--- config.mk ---
export PLATFORM = sky130hd
export DESIGN_NAME = updown_count_monitor_flat
export DESIGN_NICKNAME = d
export VERILOG_FILES = /design/src/rtl/updown_count_monitor_if.sv /design/src/rtl/updown_count_monitor.sv /design/src/flat_wrapper.sv
export SDC_FILE = /design/constraint.sdc
export NUM_CORES = 1
export LEC_CHECK = 0
export CAP_MARGIN = 20
export CORE_MARGIN = 2
export CORE_UTILIZATION = 54
export DETAILED_ROUTE_END_ITERATION = 10
export HOLD_SLACK_MARGIN = 0.08
export PLACE_DENSITY = 0.81
export SYNTH_ARGS = -nofsm -noshare
export SYNTH_HDL_FRONTEND = slang
export SYNTH_SLANG_ARGS = --single-unit
--- constraint.sdc ---
create_clock -name clk -period 7.3 [get_ports clk]
set_input_delay 0.73 -clock clk [delete_from_list [all_inputs] [get_ports clk]]
set_output_delay 0.73 -clock clk [all_outputs]
set_load 0.03 [all_outputs]
--- src/rtl/updown_count_monitor_if.sv ---
// Signal bundle between a count source and updown_count_monitor.
// The master drives the sampled count and qualifiers; the slave (the monitor) returns the decoded status.
interface updown_count_monitor_if #(
  parameter int WIDTH = 8,
  parameter int RUN_W = 16
);
  logic             en;
  logic             clr;
  logic [WIDTH-1:0] count;
  logic             locked;
  logic             dir;
  logic [WIDTH-1:0] init_val;
  logic             dir_chg;
  logic             wrap;
  logic             err;
  logic [7:0]       err_cnt;
  logic [RUN_W-1:0] run_len;

  modport master (
    output en, clr, count,
    input  locked, dir, init_val, dir_chg, wrap, err, err_cnt, run_len
  );

  modport slave (
    input  en, clr, count,
    output locked, dir, init_val, dir_chg, wrap, err, err_cnt, run_len
  );
endinterface

--- src/rtl/updown_count_monitor.sv ---
// Decodes an up/down counter stream: init value, direction, wraps, illegal steps.
// Define MON_HALT_ON_ERR_EN to freeze the monitor in HALT on the first illegal step until clr.
module updown_count_monitor #(
  parameter int WIDTH = 8,
  parameter int RUN_W = 16
) (
  input  logic                  clk,
  input  logic                  rst,
  updown_count_monitor_if.slave mon
);

  typedef enum logic [2:0] {S_IDLE, S_PRIME, S_UP, S_DOWN, S_HALT} state_e;
  typedef enum logic [1:0] {STEP_HOLD, STEP_UP, STEP_DN, STEP_BAD} step_e;

  state_e             state_q, state_d;
  logic [WIDTH-1:0]   prev_q, prev_d;
  logic [WIDTH-1:0]   init_val_q, init_val_d;
  logic               dir_q, dir_d;
  logic [RUN_W-1:0]   run_len_q, run_len_d;
  logic [7:0]         err_cnt_q, err_cnt_d;
  logic               dir_chg_q, dir_chg_d;
  logic               wrap_q, wrap_d;
  logic               err_q, err_d;

  logic [WIDTH-1:0]   delta;
  step_e              step;
  logic               err_inc;
  logic               step_up;

  always_comb begin
    delta = mon.count - prev_q;
    if (delta == '0)
      step = STEP_HOLD;
    else if (delta == WIDTH'(1))
      step = STEP_UP;
    else if (delta == '1)
      step = STEP_DN;
    else
      step = STEP_BAD;
  end

  // NOTE: every output of this block gets a default first so no path leaves a value unassigned (no latches).
  always_comb begin
    state_d    = state_q;
    prev_d     = prev_q;
    init_val_d = init_val_q;
    dir_d      = dir_q;
    run_len_d  = run_len_q;
    dir_chg_d  = 1'b0;
    wrap_d     = 1'b0;
    err_inc    = 1'b0;
    step_up    = (step == STEP_UP);

    if (mon.en && state_q != S_HALT) begin
      prev_d = mon.count;
      wrap_d = (state_q != S_IDLE) &&
               ((step == STEP_UP && prev_q == '1) || (step == STEP_DN && prev_q == '0));
      unique case (state_q)
        S_IDLE: begin
          init_val_d = mon.count;
          state_d    = S_PRIME;
        end
        S_PRIME: begin
          if (step == STEP_UP || step == STEP_DN) begin
            state_d   = step_up ? S_UP : S_DOWN;
            dir_d     = step_up;
            run_len_d = RUN_W'(1);
          end else if (step == STEP_BAD) begin
            err_inc = 1'b1;
          end
        end
        S_UP, S_DOWN: begin
          if (step == STEP_BAD) begin
            err_inc   = 1'b1;
            state_d   = S_PRIME;
            run_len_d = '0;
          end else if (step != STEP_HOLD) begin
            // dir_q always matches UP/DOWN while locked, so it tells continuation from reversal.
            if (step_up == dir_q) begin
              if (run_len_q != '1)
                run_len_d = run_len_q + 1'b1;
            end else begin
              dir_chg_d = 1'b1;
              dir_d     = step_up;
              run_len_d = RUN_W'(1);
              state_d   = step_up ? S_UP : S_DOWN;
            end
          end
        end
        default: ;
      endcase
`ifdef MON_HALT_ON_ERR_EN
      if (err_inc) begin
        state_d   = S_HALT;
        run_len_d = '0;
      end
`endif
    end

`ifdef MON_HALT_ON_ERR_EN
    if (state_q == S_HALT && mon.clr)
      state_d = S_IDLE;
`endif

    err_d = err_inc;
    // clr outranks a coincident illegal step for the counter, not for the pulse.
    if (mon.clr)
      err_cnt_d = '0;
    else if (err_inc && err_cnt_q != '1)
      err_cnt_d = err_cnt_q + 8'd1;
    else
      err_cnt_d = err_cnt_q;
  end

  // NOTE: sequential state uses non-blocking assignments so all registers update together on the edge.
  always_ff @(posedge clk or negedge rst) begin
    if (!rst) begin
      state_q    <= S_IDLE;
      prev_q     <= '0;
      init_val_q <= '0;
      dir_q      <= 1'b0;
      run_len_q  <= '0;
      err_cnt_q  <= '0;
      dir_chg_q  <= 1'b0;
      wrap_q     <= 1'b0;
      err_q      <= 1'b0;
    end else begin
      state_q    <= state_d;
      prev_q     <= prev_d;
      init_val_q <= init_val_d;
      dir_q      <= dir_d;
      run_len_q  <= run_len_d;
      err_cnt_q  <= err_cnt_d;
      dir_chg_q  <= dir_chg_d;
      wrap_q     <= wrap_d;
      err_q      <= err_d;
    end
  end

  assign mon.locked   = (state_q == S_UP) || (state_q == S_DOWN);
  assign mon.dir      = dir_q;
  assign mon.init_val = init_val_q;
  assign mon.dir_chg  = dir_chg_q;
  assign mon.wrap     = wrap_q;
  assign mon.err      = err_q;
  assign mon.err_cnt  = err_cnt_q;
  assign mon.run_len  = run_len_q;

endmodule

--- src/flat_wrapper.sv ---
// flat-port wrapper written by rule: the top's interface ports become plain ports
module updown_count_monitor_flat 
#(
  parameter int WIDTH = 8,
  parameter int RUN_W = 16
)
  (clk, rst, mon_en, mon_clr, mon_count, mon_locked, mon_dir, mon_init_val, mon_dir_chg, mon_wrap, mon_err, mon_err_cnt, mon_run_len);
  updown_count_monitor_if #(.WIDTH(WIDTH), .RUN_W(RUN_W)) mon_i ();
  input  logic clk;
  input  logic rst;
  input wire logic [$bits(mon_i.en)-1:0] mon_en;
  input wire logic [$bits(mon_i.clr)-1:0] mon_clr;
  input wire logic [$bits(mon_i.count)-1:0] mon_count;
  output wire logic [$bits(mon_i.locked)-1:0] mon_locked;
  output wire logic [$bits(mon_i.dir)-1:0] mon_dir;
  output wire logic [$bits(mon_i.init_val)-1:0] mon_init_val;
  output wire logic [$bits(mon_i.dir_chg)-1:0] mon_dir_chg;
  output wire logic [$bits(mon_i.wrap)-1:0] mon_wrap;
  output wire logic [$bits(mon_i.err)-1:0] mon_err;
  output wire logic [$bits(mon_i.err_cnt)-1:0] mon_err_cnt;
  output wire logic [$bits(mon_i.run_len)-1:0] mon_run_len;
  assign mon_i.en = mon_en;
  assign mon_i.clr = mon_clr;
  assign mon_i.count = mon_count;
  assign mon_locked = mon_i.locked;
  assign mon_dir = mon_i.dir;
  assign mon_init_val = mon_i.init_val;
  assign mon_dir_chg = mon_i.dir_chg;
  assign mon_wrap = mon_i.wrap;
  assign mon_err = mon_i.err;
  assign mon_err_cnt = mon_i.err_cnt;
  assign mon_run_len = mon_i.run_len;
  updown_count_monitor #(.WIDTH(WIDTH), .RUN_W(RUN_W)) u_core (.clk(clk), .rst(rst), .mon(mon_i));
endmodule
# --- After elaboration in Yosys (flattened, before gate mapping) ---
# Cells that the tools add are included.
totals:
  register_bits: 47
  output_inout_bits: 37
  wordCells: 85
op_classes:
  addsub: 3
  n_eq_ne: 20
  n_mux: 32
  n_reduce_logical: 21
ops:
  columns: ["operator", "count"]
  rows:
  - ["16-bit 2-to-1 mux", 5]
  - ["16-bit one-hot mux with 2 select lines", 1]
  - ["16-bit by 1-bit adder with 16-bit output, second input constant", 1]
  - ["8-bit == test, second input constant", 2]
  - ["8-bit logical NOT", 2]
  - ["8-bit 2-to-1 mux", 2]
  - ["16-bit != test, second input constant", 1]
  - ["1-bit 2-to-1 mux", 15]
  - ["3-bit 2-to-1 mux", 4]
  - ["5-bit AND reduction", 2]
  - ["3-bit one-hot mux with 3 select lines", 1]
  - ["8-bit by 1-bit adder with 8-bit output, second input constant", 1]
  - ["8-bit by 1-bit == test with 1-bit output, second input constant", 1]
  - ["8-bit != test, second input constant", 1]
  - ["8-bit subtractor", 1]
  - ["3-bit by 2-bit == test with 1-bit output, second input constant", 2]
  - ["6-bit AND reduction", 1]
  - ["2-bit nonzero test", 3]
  - ["3-bit nonzero test", 2]
  - ["1-bit logical AND", 5]
  - ["2-bit == test, second input constant", 2]
  - ["2-bit 2-to-1 mux", 2]
  - ["2-bit by 1-bit != test with 1-bit output, second input constant", 2]
  - ["2-bit != test, second input constant", 2]
  - ["12 further kinds", 15]

# --- Depth between registers and ports, before layout ---
# Gate-level depths: netlist of run 1.
depth:
  depth_word: 13
  depth_mapped: 18

# --- Worst setup path before layout of run 1 ---
# OpenSTA, ideal clock, no wires.
synth_path:
  kind: "input -> register"
  start: "in mon_count[0]"
  end: "reg u_core.run_len_q[6] (netlist: u_core.mon.run_len[6])"
  setup_time_ps: 66
  t_arrival_ps: 3763
  t_required_ps: 7234
  path_slack_ps: 3471
  stages: 16
  cell_sequence: "inv_1 -> ha_1 -> inv_1 -> fa_1 -> a211oi_1 -> o21bai_1 -> a21oi_1 -> xor2_1 -> nor4_1 -> a41oi_1 -> ha_1 -> nor3b_2 -> o21a_1 -> nand3_1 -> or4_1 -> nand2_1"
synth_between:
  elab_chain_len: 11
  word_cells_on_any_way: 21
  cone_classes: "1 x add/sub; 9 x eq/ne; 7 x mux; 4 x reduce/logical"
synth_rtl:
  columns: ["item", "line_no", "rtl"]
  rows:
  - ["from (decl)", "flat_wrapper.sv:13", "input wire logic [$bits(mon_i.count)-1:0] mon_count;"]
  - ["8-bit subtractor *", "updown_count_monitor.sv:31", "delta = mon.count - prev_q;"]
  - ["8-bit == test", "updown_count_monitor.sv:36", "else if (delta == '1)"]
  - ["1-bit 2-to-1 mux", "updown_count_monitor.sv:36", null]
  - ["2-bit 2-to-1 mux", "updown_count_monitor.sv:34", "else if (delta == WIDTH'(1))"]
  - ["2-bit 2-to-1 mux *", "updown_count_monitor.sv:32", "if (delta == '0)"]
  - ["2-bit by 1-bit == test with 1-bit output", "updown_count_monitor.sv:52, updown_count_monitor.sv:64", null]
  - ["1-bit == test", "updown_count_monitor.sv:79", "if (step_up == dir_q) begin"]
  - ["16-bit 2-to-1 mux", "updown_count_monitor.sv:79", null]
  - ["16-bit 2-to-1 mux", "updown_count_monitor.sv:77", "end else if (step != STEP_HOLD) begin"]
  - ["16-bit 2-to-1 mux", "updown_count_monitor.sv:73", "if (step == STEP_BAD) begin"]
  - ["16-bit one-hot mux with 2 select lines", "updown_count_monitor.sv:58", "unique case (state_q)"]
  - ["to (signal assigned)", "updown_count_monitor.sv:132", "run_len_q <= run_len_d;"]
  - ["to (decl)", "updown_count_monitor.sv:19", "logic [RUN_W-1:0] run_len_q, run_len_d;"]
# Mark *: on every way between the ends. The rest lies on a longest branch, timed or not. The select of a mux whose other input is x is not followed.
# A chain may end at the register's enable or synchronous reset.

# --- Worst setup path in the final report of run 1 ---
# Same ends and word-level chain as after synthesis.

==> results of run 1 <==
registers in the layout, indices dropped and copies added (netlist names):
name,cells
u_core.prev_q,8
u_core.mon.dir,1
u_core.mon.err_cnt,8
u_core.state_q,2
u_core.mon.err,1
u_core.mon.wrap,1
u_core.mon.run_len,16
u_core.mon.dir_chg,1
u_core.mon.init_val,8
placed cells by master (no fill, tap or decap), drive strengths merged, types with 6 or more instances in the layout:
cell / synthesis / layout
nand3: 16 / 16
ha: 15 / 15
mux2: 11 / 11
a21oi: 19 / 19
clkbuf: 5 / 6
a31oi: 6 / 6
o31ai: 8 / 8
inv: 14 / 14
clkdlybuf4s50: 0 / 47
nand4: 9 / 9
nor2: 19 / 19
xor2: 6 / 6
xnor2: 6 / 6
nor3: 6 / 6
o21ai: 30 / 30
nand2: 22 / 22
dfrtp: 46 / 46
final cells by class:
type / instances / area [um^2]
Fill cell: 429 / 1650
Clock inverter: 2 / 13.8
Sequential cell: 46 / 1150
Timing Repair Buffer: 51 / 510
Multi-Input combinational cell: 222 / 1540
Inverter: 14 / 52.6
Tap cell: 70 / 87.6
Clock buffer: 6 / 72.6
cells in the mapped netlist, types with 2 or more instances:
master,count,area share
sky130_fd_sc_hd__o21ai_0,28,0.050
sky130_fd_sc_hd__xor2_1,5,0.016
sky130_fd_sc_hd__nand3_1,15,0.027
sky130_fd_sc_hd__nand4_1,9,0.020
sky130_fd_sc_hd__and2_4,2,0.0062
sky130_fd_sc_hd__a21o_1,2,0.0053
sky130_fd_sc_hd__ha_1,15,0.067
sky130_fd_sc_hd__dfrtp_1,46,0.41
sky130_fd_sc_hd__nor3_1,4,0.0071
sky130_fd_sc_hd__xnor2_1,6,0.019
sky130_fd_sc_hd__nor2b_1,2,0.0044
sky130_fd_sc_hd__o21a_1,3,0.0080
sky130_fd_sc_hd__and3_4,2,0.0080
sky130_fd_sc_hd__inv_1,14,0.019
sky130_fd_sc_hd__a31oi_1,6,0.013
sky130_fd_sc_hd__buf_6,3,0.012
sky130_fd_sc_hd__nor2_1,18,0.024
sky130_fd_sc_hd__a41oi_1,3,0.0093
sky130_fd_sc_hd__o21ai_1,2,0.0036
sky130_fd_sc_hd__or3_1,3,0.0067
sky130_fd_sc_hd__mux2_2,11,0.044
sky130_fd_sc_hd__o31ai_1,8,0.021
sky130_fd_sc_hd__and3b_1,2,0.0062
sky130_fd_sc_hd__nor3b_2,2,0.0089
sky130_fd_sc_hd__nor4_1,2,0.0044
sky130_fd_sc_hd__nand2_1,22,0.029
sky130_fd_sc_hd__clkbuf_1,5,0.0067
sky130_fd_sc_hd__a21oi_1,18,0.032
sky130_fd_sc_hd__and2_1,3,0.0067
sky130_fd_sc_hd__and3_1,2,0.0044
kinds of logic (layout without fill, tap and decap cells):
kind of cell / Yosys count / count (layout)
muxes: 12 / 12
adders and majority gates: 16 / 16
AOI/OAI and AO/OA: 85 / 85
and+or+nand+nor: 97 / 97
xor gates and xnor gates: 12 / 12
DFF: 46 / 46
buffers and inverters: 25 / 73
power by group through the flow:
stage	registers [mW]	clock network, mW	logic [mW]
after global routing	0.305	0.173	0.223
after global placement	0.305	0	0.197
after floorplan	0.321	0	0.119
after detailed placement	0.305	0	0.204
final	0.301	0.159	0.206
after CTS	0.301	0.160	0.205
per-layer routing:
layer / vias to the layer above / global-route usage / share of wire
met1: 1193 / 0.282 / 0.43
met4: 0 / 0.0673 / 0.016
li1: 1161 / - / -
met5: - / 0 / 0
met2: 82 / 0.400 / 0.51
met3: 8 / 0.0486 / 0.048
per-stage QoR:
| stage | cell area, um^2 | total power [mW] | worst slack, ps | util | hold WS (ps) |
|---|---|---|---|---|---|
| finish | 3430 | 0.666 | 2580 | 0.676 | 308 |
| global route | 3430 | 0.701 | 2220 | 0.676 | 325 |
| CTS | 3410 | 0.667 | 2590 | 0.672 | 523 |
| detailed placement | 3320 | 0.509 | 2300 | 0.655 | 496 |
| global placement | 3310 | 0.501 | 2480 | 0.653 | 492 |
| floorplan | 2810 | 0.440 | 3470 | - | 434 |
worst register-to-register path: stages, from the launching register on:
cell,delay (ps)
sky130_fd_sc_hd__dfrtp_1,430
sky130_fd_sc_hd__ha_1,170
sky130_fd_sc_hd__inv_1,50
sky130_fd_sc_hd__fa_1,420
sky130_fd_sc_hd__a211oi_1,230
sky130_fd_sc_hd__o21bai_1,110
sky130_fd_sc_hd__a21oi_1,170
sky130_fd_sc_hd__xor2_1,300
sky130_fd_sc_hd__nor4_1,130
sky130_fd_sc_hd__a41oi_1,320
sky130_fd_sc_hd__ha_1,320
sky130_fd_sc_hd__nor3b_2,240
sky130_fd_sc_hd__o21a_1,460
sky130_fd_sc_hd__nand3_1,270
sky130_fd_sc_hd__or4_1,450
sky130_fd_sc_hd__nand2_1,70
final timing paths:
kind | startpoint | to | slack, ps | depth (start not counted)
setup / recovery | mon_count[0] | u_core.mon.run_len[6] | 2580 | 17
hold / removal | rst | u_core.mon.run_len[0] | 310 | 1
setup reg to reg | u_core.prev_q[0] | u_core.mon.run_len[6] | 3100 | 15
hold reg to reg | u_core.mon.init_val[4] | u_core.mon.init_val[4] | 520 | 1
max in group asynchronous | rst | u_core.prev_q[0] | 6510 | 2
min in group clk | u_core.mon.init_val[4] | u_core.mon.init_val[4] | 520 | 1
==> reports/metrics.csv, run 1 <==
metric,value,unit
run_status,finished clean,
drtIter0Drc,181,
post_synth_and_or_nand_nor_area_fraction,0.194,
first_global_vias,2338,
post-cts-setup-buffers,0,
cts_made_buffers,5,
critical_path_class,in -> reg,
antenna_found_initial,0,
wl_per_cell,15.7,um
cts_buffer_depth,2,
io_pins,49,
syn_area,2810,um^2
pwr-share-clk,0.239,
floorplan.die.height,76.2,um
type_of_the_tightest_min_delay_check,in -> async,
hold_viol_final,0,
gr-usage-all-layers,0.227,
post_synthesis_net_count,321,
dominantRegCellSynth,sky130_fd_sc_hd__dfrtp_1,
adder_cell_area_share_of_the_yosys_netlist,0.0738,
intPower,0.429,mW
fraction_of_final_layout_cells_sized_beyond_drive_strength_1,0.117,
gp_congestion,0.831,
ant_nets,0,
rsz0062_at_grt,false,
worstPathArrival,4970,ps
flow.area_growth_from_synthesis,21.9,%
worst_ep_required_time,7550,ps
setup_viol,0,
parity_gate_share_of_the_synthesized_area_counting_xor_and_xnor_cells,0.0400,
clock.fmax,212,MHz
mapped_cells,293,
drv_slew,0,
first_pass_iters,4,
synth-edff-count,0,
switching_power,0.237,mW
timing.max_slew.rel_slack,0.517,
viasPerCell,5.95,
timing.critical_path.max_delay_family,compound AO/OA/AOI/OAI gates,
timing.critical_path.buf_inv,3,
grt_overflow_total,0,
die_area,5800,um^2
drv_cap,0,
cts_resized,0,
remaining_drc_errors,0,
core_region_area,5070,um^2
worst_setup_hold_path_clk_slew,90,ps
vdd_ir_drop_max,0.151,mV
synth_cell_type_count,60,
numClockSinks,46,
endpoint_kind,flop,
slowest_stage,sky130_fd_sc_hd__o21a_1,
clock_insertion_delay_worst_skew,300,ps
tritoncts,yes,
p_leak,1.44,nW
post_layout_nonfiller_instances,411,
cp_cell_sequence,clkdlybuf4s50_1 -> inv_1 -> ha_1 -> inv_1 -> fa_1 -> a211oi_1 -> o21bai_1 -> a21oi_1 -> xor2_1 -> nor4_1 -> a41oi_1 -> ha_1 -> nor3b_2 -> o21a_1 -> nand3_1 -> or4_1 -> nand2_1,
grt_pass1_wl,10800,um
pwr-share-seq,0.452,
slowest_delay,460,ps
nets,368,
synth_top_family_by_area,simple AND/OR/NAND/NOR gates,
compound_gate_portion_of_the_synthesized_area,0.193,
grt_max_degree,47,
avgSynthCellArea,9.60,um^2
diodes,0,
timing.final.crit_share,0.646,
number_of_warnings_issued_by_yosys,0,
p_sw_frac,0.356,
synth_seq_cells,46,
combinationalPowerShare,0.310,
fp.dieW,76.2,um
crit_path_max_fanout,13,
final.setup.tns,0,ps
critical_path.startpoint_type,primary input,
placement_rows,26,
cts_hold_repair.buffers,0,
clock-skew-final,9.00,ps
p_per_area,194,nW/um^2
shortest_period_the_worst_path_allows,4720,ps
synth.area.mux_share,0.0476,
proportion_of_synthesized_flip_flops_having_asynchronous_set_or_reset,1.00,
vias_after_detailed_routing,2444,
initial_utilization,0.554,
clock_tree.root_cell,sky130_fd_sc_hd__clkbuf_8,
synth_seq_area_share,0.409,
place.port_buffers,48,
post-dp-hpwl,4640,um
numPlacedInstances,402,
cts.htree.levels,2,
drt_wl_total,6440,um
tightestPinTransition,723,ps
No activity file was read; power rests on OpenSTA's default activity.
==> run 2: changes to the inputs <==
--- a/config.mk
+++ b/config.mk
@@ -7,10 +7,10 @@
 export LEC_CHECK = 0
 export CAP_MARGIN = 20
 export CORE_MARGIN = 2
-export CORE_UTILIZATION = 54
+export CORE_UTILIZATION = 53
 export DETAILED_ROUTE_END_ITERATION = 10
 export HOLD_SLACK_MARGIN = 0.08
-export PLACE_DENSITY = 0.81
+export PLACE_DENSITY = 0.8
 export SYNTH_ARGS = -nofsm -noshare
 export SYNTH_HDL_FRONTEND = slang
 export SYNTH_SLANG_ARGS = --single-unit
==> constraint.sdc (replaced) <==
create_clock -name clk -period 4.36 [get_ports clk]
set_input_delay 0.436 -clock clk [delete_from_list [all_inputs] [get_ports clk]]
set_output_delay 0.436 -clock clk [all_outputs]
set_load 0.03 [all_outputs]
==> run 2 against run 1 <==
Effect of this change: power up 77%; register-to-register slack worse by 2600 ps; count of clock-buffer cells in the layout unchanged; highest routed layer unchanged; sequential power up 67%; die area up 1.8%; clock power up 100%; worst hold slack worse by 180 ps.
==> reports/metrics.csv, run 2 (synthesis results as in run 1) <==
metric,value,unit
run_status,finished clean,
slowest_delay,440,ps
drv_slew,0,
p_per_area,337,nW/um^2
tritoncts,yes,
numPlacedInstances,405,
remaining_drc_errors,0,
cts_buffer_depth,2,
placement_rows,26,
worst_ep_required_time,4600,ps
setup_slack,331,ps
floorplan.die.height,76.9,um
vias_after_detailed_routing,2436,
ant_nets,0,
core_region_area,5110,um^2
tightestPinTransition,727,ps
drv_cap,0,
pwr-share-seq,0.427,
first_pass_iters,4,
endpoint_kind,flop,
gp_congestion,0.839,
post_layout_nonfiller_instances,414,
flip_flop_count_of_the_largest_register_all_copies_and_words_added,16,
io_pins,49,
timing.max_slew.rel_slack,0.514,
cp_cell_sequence,clkdlybuf4s50_1 -> inv_1 -> ha_1 -> inv_1 -> fa_1 -> a211oi_1 -> o21bai_1 -> a21oi_1 -> xor2_2 -> nor4_2 -> a41oi_1 -> ha_1 -> xor2_1 -> nor2_2 -> nand3_1 -> or4_1 -> nand2_1,
critical_path_class,in -> reg,
die_area,5910,um^2
cts_hold_repair.buffers,0,
critical_path.startpoint_type,primary input,
timing.critical_path.max_delay_family,simple AND/OR/NAND/NOR gates,
most_frequent_cells_in_the_layout,"sky130_fd_sc_hd__clkdlybuf4s50_1 (47), sky130_fd_sc_hd__dfrtp_1 (46), sky130_fd_sc_hd__o21ai_0 (28)",
diodes,0,
first_global_vias,2408,
viasPerCell,5.88,
post-cts-setup-buffers,0,
clock_tree.root_cell,sky130_fd_sc_hd__clkbuf_8,
p_leak,1.47,nW
cts.htree.levels,2,
grt_overflow_total,0,
shortest_period_the_worst_path_allows,4030,ps
numClockSinks,46,
initial_utilization,0.551,
flow.area_growth_from_synthesis,24.4,%
fraction_of_final_layout_cells_sized_beyond_drive_strength_1,0.134,
type_of_the_tightest_min_delay_check,in -> async,
p_sw_frac,0.336,
setup_viol,0,
crit_path_max_fanout,7,
cts_made_buffers,5,
drtIter0Drc,155,
pwr-share-clk,0.270,
final_common_cell,sky130_fd_sc_hd__clkdlybuf4s50_1,
hold_viol_final,0,
clock.fmax,248,MHz
vdd_ir_drop_max,0.224,mV
post-dp-hpwl,4570,um
combinationalPowerShare,0.303,
gr-usage-all-layers,0.225,
grt_max_degree,47,
dpl_worst_slack,69.6,ps
timing.final.crit_share,0.924,
fill_cells,406,
antenna_found_initial,0,
switching_power,0.396,mW
timing.critical_path.buf_inv,3,
slowest_stage,sky130_fd_sc_hd__clkdlybuf4s50_1,
worst_setup_hold_path_clk_slew,90,ps
nets,371,
grt_pass1_wl,10900,um
fp.dieW,76.9,um
worstPathArrival,4270,ps
drt_wl_total,6560,um
clock_insertion_delay_worst_skew,300,ps
intPower,0.782,mW
place.port_buffers,48,
clock-skew-final,8.88,ps
wl_per_cell,15.9,um
==> run 2: changes by cell type in the layout (fill, tap and decap cells not counted), sizes merged <==
cell / before / now
buf: 4 / 7
clkinv: 2 / 0
bufinv: 0 / 1
clkinvlp: 0 / 1
==> run 2: per-stage QoR <==
step	area [um^2]	total power [mW]	setup TNS (ps)	hold slack, ps	utilization
detailed placement	3340	0.854	0	498	0.655
CTS	3450	1.17	0	338	0.676
finish	3500	1.18	0	123	0.685
global route	3500	1.23	-10.1	157	0.685
floorplan	2810	0.736	0	140	-
global placement	3340	0.848	0	490	0.655
==> run 2: timing repair <==
action | CTS | global route
hold endpoints to repair | 0 | 0
setup endpoints to repair | 0 | 5
gates resized for setup | 0 | 3
==> run 2: path summary, 6_finish.rpt <==
check,start,to,slack (ps),cells after the start
setup reg to reg,u_core.prev_q[0],u_core.mon.run_len[6],540,15
hold reg to reg,u_core.mon.init_val[1],u_core.mon.init_val[1],510,1
max in group asynchronous,rst,u_core.mon.init_val[7],3710,2
hold / removal,rst,u_core.mon.run_len[7],120,1
min in group clk,u_core.mon.init_val[1],u_core.mon.init_val[1],510,1
setup / recovery,mon_count[0],u_core.mon.run_len[6],330,17
==> run 2: area by class of cell <==
class,count,area [um^2],share of cell area
Sequential cell,46,1150,0.329
Clock buffer,6,72.6,0.0207
Multi-Input combinational cell,222,1560,0.445
Timing Repair Buffer,54,541,0.155
Tap cell,70,87.6,0.0250
Inverter,14,52.6,0.0150
Clock inverter,2,37.5,0.0107
==> run 2: per-layer routing <==
layer / global-route usage / part of all wire / vias up
met1: 0.281 / 0.43 / 1156
met5: 0 / 0 / -
met4: 0.109 / 0.022 / 0
met3: 0.0518 / 0.058 / 17
li1: - / - / 1176
met2: 0.368 / 0.49 / 87
==> run 2: power groups by stage <==
stage               Clock (mW)  Sequential, mW  Combinational [mW]
floorplan                    0           0.537               0.198
global placement             0           0.509               0.339
detailed placement           0           0.510               0.344
CTS                      0.325           0.502               0.348
global route             0.340           0.508               0.387
finish                   0.318           0.502               0.357
==> run 2: worst reg2reg max path: stages (launching register included) <==
cell	delay (ps)
sky130_fd_sc_hd__dfrtp_1	430
sky130_fd_sc_hd__ha_1	180
sky130_fd_sc_hd__inv_1	50
sky130_fd_sc_hd__fa_1	430
sky130_fd_sc_hd__a211oi_1	240
sky130_fd_sc_hd__o21bai_1	110
sky130_fd_sc_hd__a21oi_1	260
sky130_fd_sc_hd__xor2_2	160
sky130_fd_sc_hd__nor4_2	350
sky130_fd_sc_hd__a41oi_1	140
sky130_fd_sc_hd__ha_1	330
sky130_fd_sc_hd__xor2_1	200
sky130_fd_sc_hd__nor2_2	240
sky130_fd_sc_hd__nand3_1	140
sky130_fd_sc_hd__or4_1	420
sky130_fd_sc_hd__nand2_1	80
==> run 3: changes to the inputs <==
--- a/config.mk
+++ b/config.mk
@@ -6,11 +6,11 @@
 export NUM_CORES = 1
 export LEC_CHECK = 0
 export CAP_MARGIN = 20
-export CORE_MARGIN = 2
+export CORE_MARGIN = 1.5
 export CORE_UTILIZATION = 53
 export DETAILED_ROUTE_END_ITERATION = 10
 export HOLD_SLACK_MARGIN = 0.08
-export PLACE_DENSITY = 0.8
+export PLACE_DENSITY = 0.88
 export SYNTH_ARGS = -nofsm -noshare
 export SYNTH_HDL_FRONTEND = slang
 export SYNTH_SLANG_ARGS = --single-unit
==> run 3 against run 2 <==
Effect of this change: combinational power is 3% higher; routed wire length is 0.20% lower; sequential cell count stayed put; largest power group unchanged.
==> reports/metrics.csv, run 3 (synthesis results as in run 1) <==
metric,value,unit
run_status,finished clean,
pwr-share-clk,0.271,
setup_viol,0,
numClockSinks,46,
remaining_drc_errors,0,
post-dp-hpwl,4540,um
combinationalPowerShare,0.308,
shortest_period_the_worst_path_allows,4090,ps
timing.critical_path.max_delay_family,simple AND/OR/NAND/NOR gates,
clock_insertion_delay_worst_skew,310,ps
grt_pass1_wl,10700,um
drt_wl_total,6550,um
p_per_area,339,nW/um^2
cp_cell_sequence,clkdlybuf4s50_1 -> inv_1 -> ha_1 -> inv_1 -> fa_1 -> a211oi_1 -> o21bai_1 -> a21oi_1 -> xor2_2 -> nor4_4 -> a41oi_2 -> ha_1 -> nor3b_2 -> o21a_1 -> nand3_1 -> or4_1 -> nand2_1,
clock.fmax,245,MHz
cts.htree.levels,2,
flow.area_growth_from_synthesis,25.1,%
placement_rows,26,
post-cts-setup-buffers,0,
diodes,0,
critical_path_class,in -> reg,
cts_buffer_depth,2,
first_global_vias,2352,
slowest_delay,430,ps
wl_per_cell,15.8,um
floorplan.die.height,75.9,um
timing.critical_path.buf_inv,3,
place.port_buffers,48,
antenna_found_initial,0,
die_area,5750,um^2
nets,372,
tightestPinTransition,793,ps
ant_nets,0,
drv_cap,0,
type_of_the_tightest_min_delay_check,reg -> reg,
worst_setup_hold_path_clk_slew,100,ps
post_layout_nonfiller_instances,415,
p_leak,1.48,nW
drtIter0Drc,172,
switching_power,0.407,mW
io_pins,49,
grt_overflow_total,0,
timing.final.crit_share,0.938,
postLayoutCoreUtil,0.689,
fill_cells,400,
tritoncts,yes,
most_frequent_cells_in_the_layout,"sky130_fd_sc_hd__clkdlybuf4s50_1 (47), sky130_fd_sc_hd__dfrtp_1 (46), sky130_fd_sc_hd__o21ai_0 (28)",
worst_ep_required_time,4610,ps
multi_input_comb_area,1570,um^2
pwr-share-seq,0.421,
clock_tree.root_cell,sky130_fd_sc_hd__clkbuf_8,
gp_congestion,0.893,
cts_made_buffers,5,
fp.dieW,75.9,um
numPlacedInstances,405,
intPower,0.786,mW
drv_slew,0,
viasPerCell,5.93,
core_region_area,5110,um^2
grt_max_degree,47,
worstPathArrival,4340,ps
p_sw_frac,0.341,
seqCellArea,1150,um^2
clock-skew-final,12.4,ps
gr-usage-all-layers,0.245,
vdd_ir_drop_max,0.272,mV
crit_path_max_fanout,5,
hold_viol_final,0,
flip_flop_count_of_the_largest_register_all_copies_and_words_added,16,
fraction_of_final_layout_cells_sized_beyond_drive_strength_1,0.139,
first_pass_iters,4,
final_common_cell,sky130_fd_sc_hd__clkdlybuf4s50_1,
timing.max_slew.rel_slack,0.470,
slowest_stage,sky130_fd_sc_hd__clkdlybuf4s50_1,
critical_path.startpoint_type,primary input,
initial_utilization,0.551,
vias_after_detailed_routing,2462,
endpoint_kind,flop,
run 3: cell type report:
| cell class | count | area share |
|---|---|---|
| Tap cell | 70 | 0.0249 |
| Inverter | 14 | 0.0149 |
| Timing Repair Buffer | 55 | 0.154 |
| Sequential cell | 46 | 0.327 |
| Multi-Input combinational cell | 222 | 0.447 |
| Clock buffer | 5 | 0.0196 |
| Clock inverter | 3 | 0.0124 |
run 3: worst reg2reg max path, cell delays in order, from the launching register on:
cell and delay, ps:
sky130_fd_sc_hd__dfrtp_1 450, sky130_fd_sc_hd__ha_1 190, sky130_fd_sc_hd__inv_1 50, sky130_fd_sc_hd__fa_1 420
sky130_fd_sc_hd__a211oi_1 240, sky130_fd_sc_hd__o21bai_1 120, sky130_fd_sc_hd__a21oi_1 300, sky130_fd_sc_hd__xor2_2 200
sky130_fd_sc_hd__nor4_4 370, sky130_fd_sc_hd__a41oi_2 110, sky130_fd_sc_hd__ha_1 370, sky130_fd_sc_hd__nor3b_2 240
sky130_fd_sc_hd__o21a_1 210, sky130_fd_sc_hd__nand3_1 90, sky130_fd_sc_hd__or4_1 420, sky130_fd_sc_hd__nand2_1 80
run 3: stage by stage:
stage	cell area, um^2	setup TNS (ps)	power (mW)	setup slack, ps	hold WS, ps
detailed placement	3340	0	0.857	90.2	500
CTS	3460	0	1.19	254	330
global route	3520	-608	1.26	-100	552
global placement	3340	0	0.847	226	489
floorplan	2810	0	0.736	825	140
finish	3520	0	1.19	271	520
run 3: worst paths after layout:
kind	startpoint	endpoint	slack (ps)	depth (start not counted)
worst max register to register	u_core.prev_q[0]	u_core.mon.run_len[6]	470	15
worst max-delay path	mon_count[0]	u_core.mon.run_len[6]	270	17
worst min-delay path	u_core.mon.init_val[0]	u_core.mon.init_val[0]	520	1
min in group asynchronous	rst	u_core.mon.wrap	570	2
worst min register to register	u_core.mon.init_val[0]	u_core.mon.init_val[0]	520	1
max in group asynchronous	rst	u_core.prev_q[5]	3300	3
run 3: metal layers:
layer  GRT usage  wire length, um
met4       0.115              174
met1       0.303             2830
met3      0.0767              375
met5           0                0
met2       0.391             3170
run 3: power by group through the flow:
stage / logic [mW] / clock network, mW / registers [mW]
after global routing: 0.402 / 0.347 / 0.508
final: 0.368 / 0.324 / 0.502
after CTS: 0.353 / 0.330 / 0.502
after detailed placement: 0.347 / 0 / 0.510
after global placement: 0.339 / 0 / 0.508
after floorplan: 0.198 / 0 / 0.537
run 3: what timing repair did:
item,4_1_cts,5_1_grt
resized for setup,0,5
setup endpoints to repair,0,17
hold endpoints to repair,0,14
hold buffers,0,1
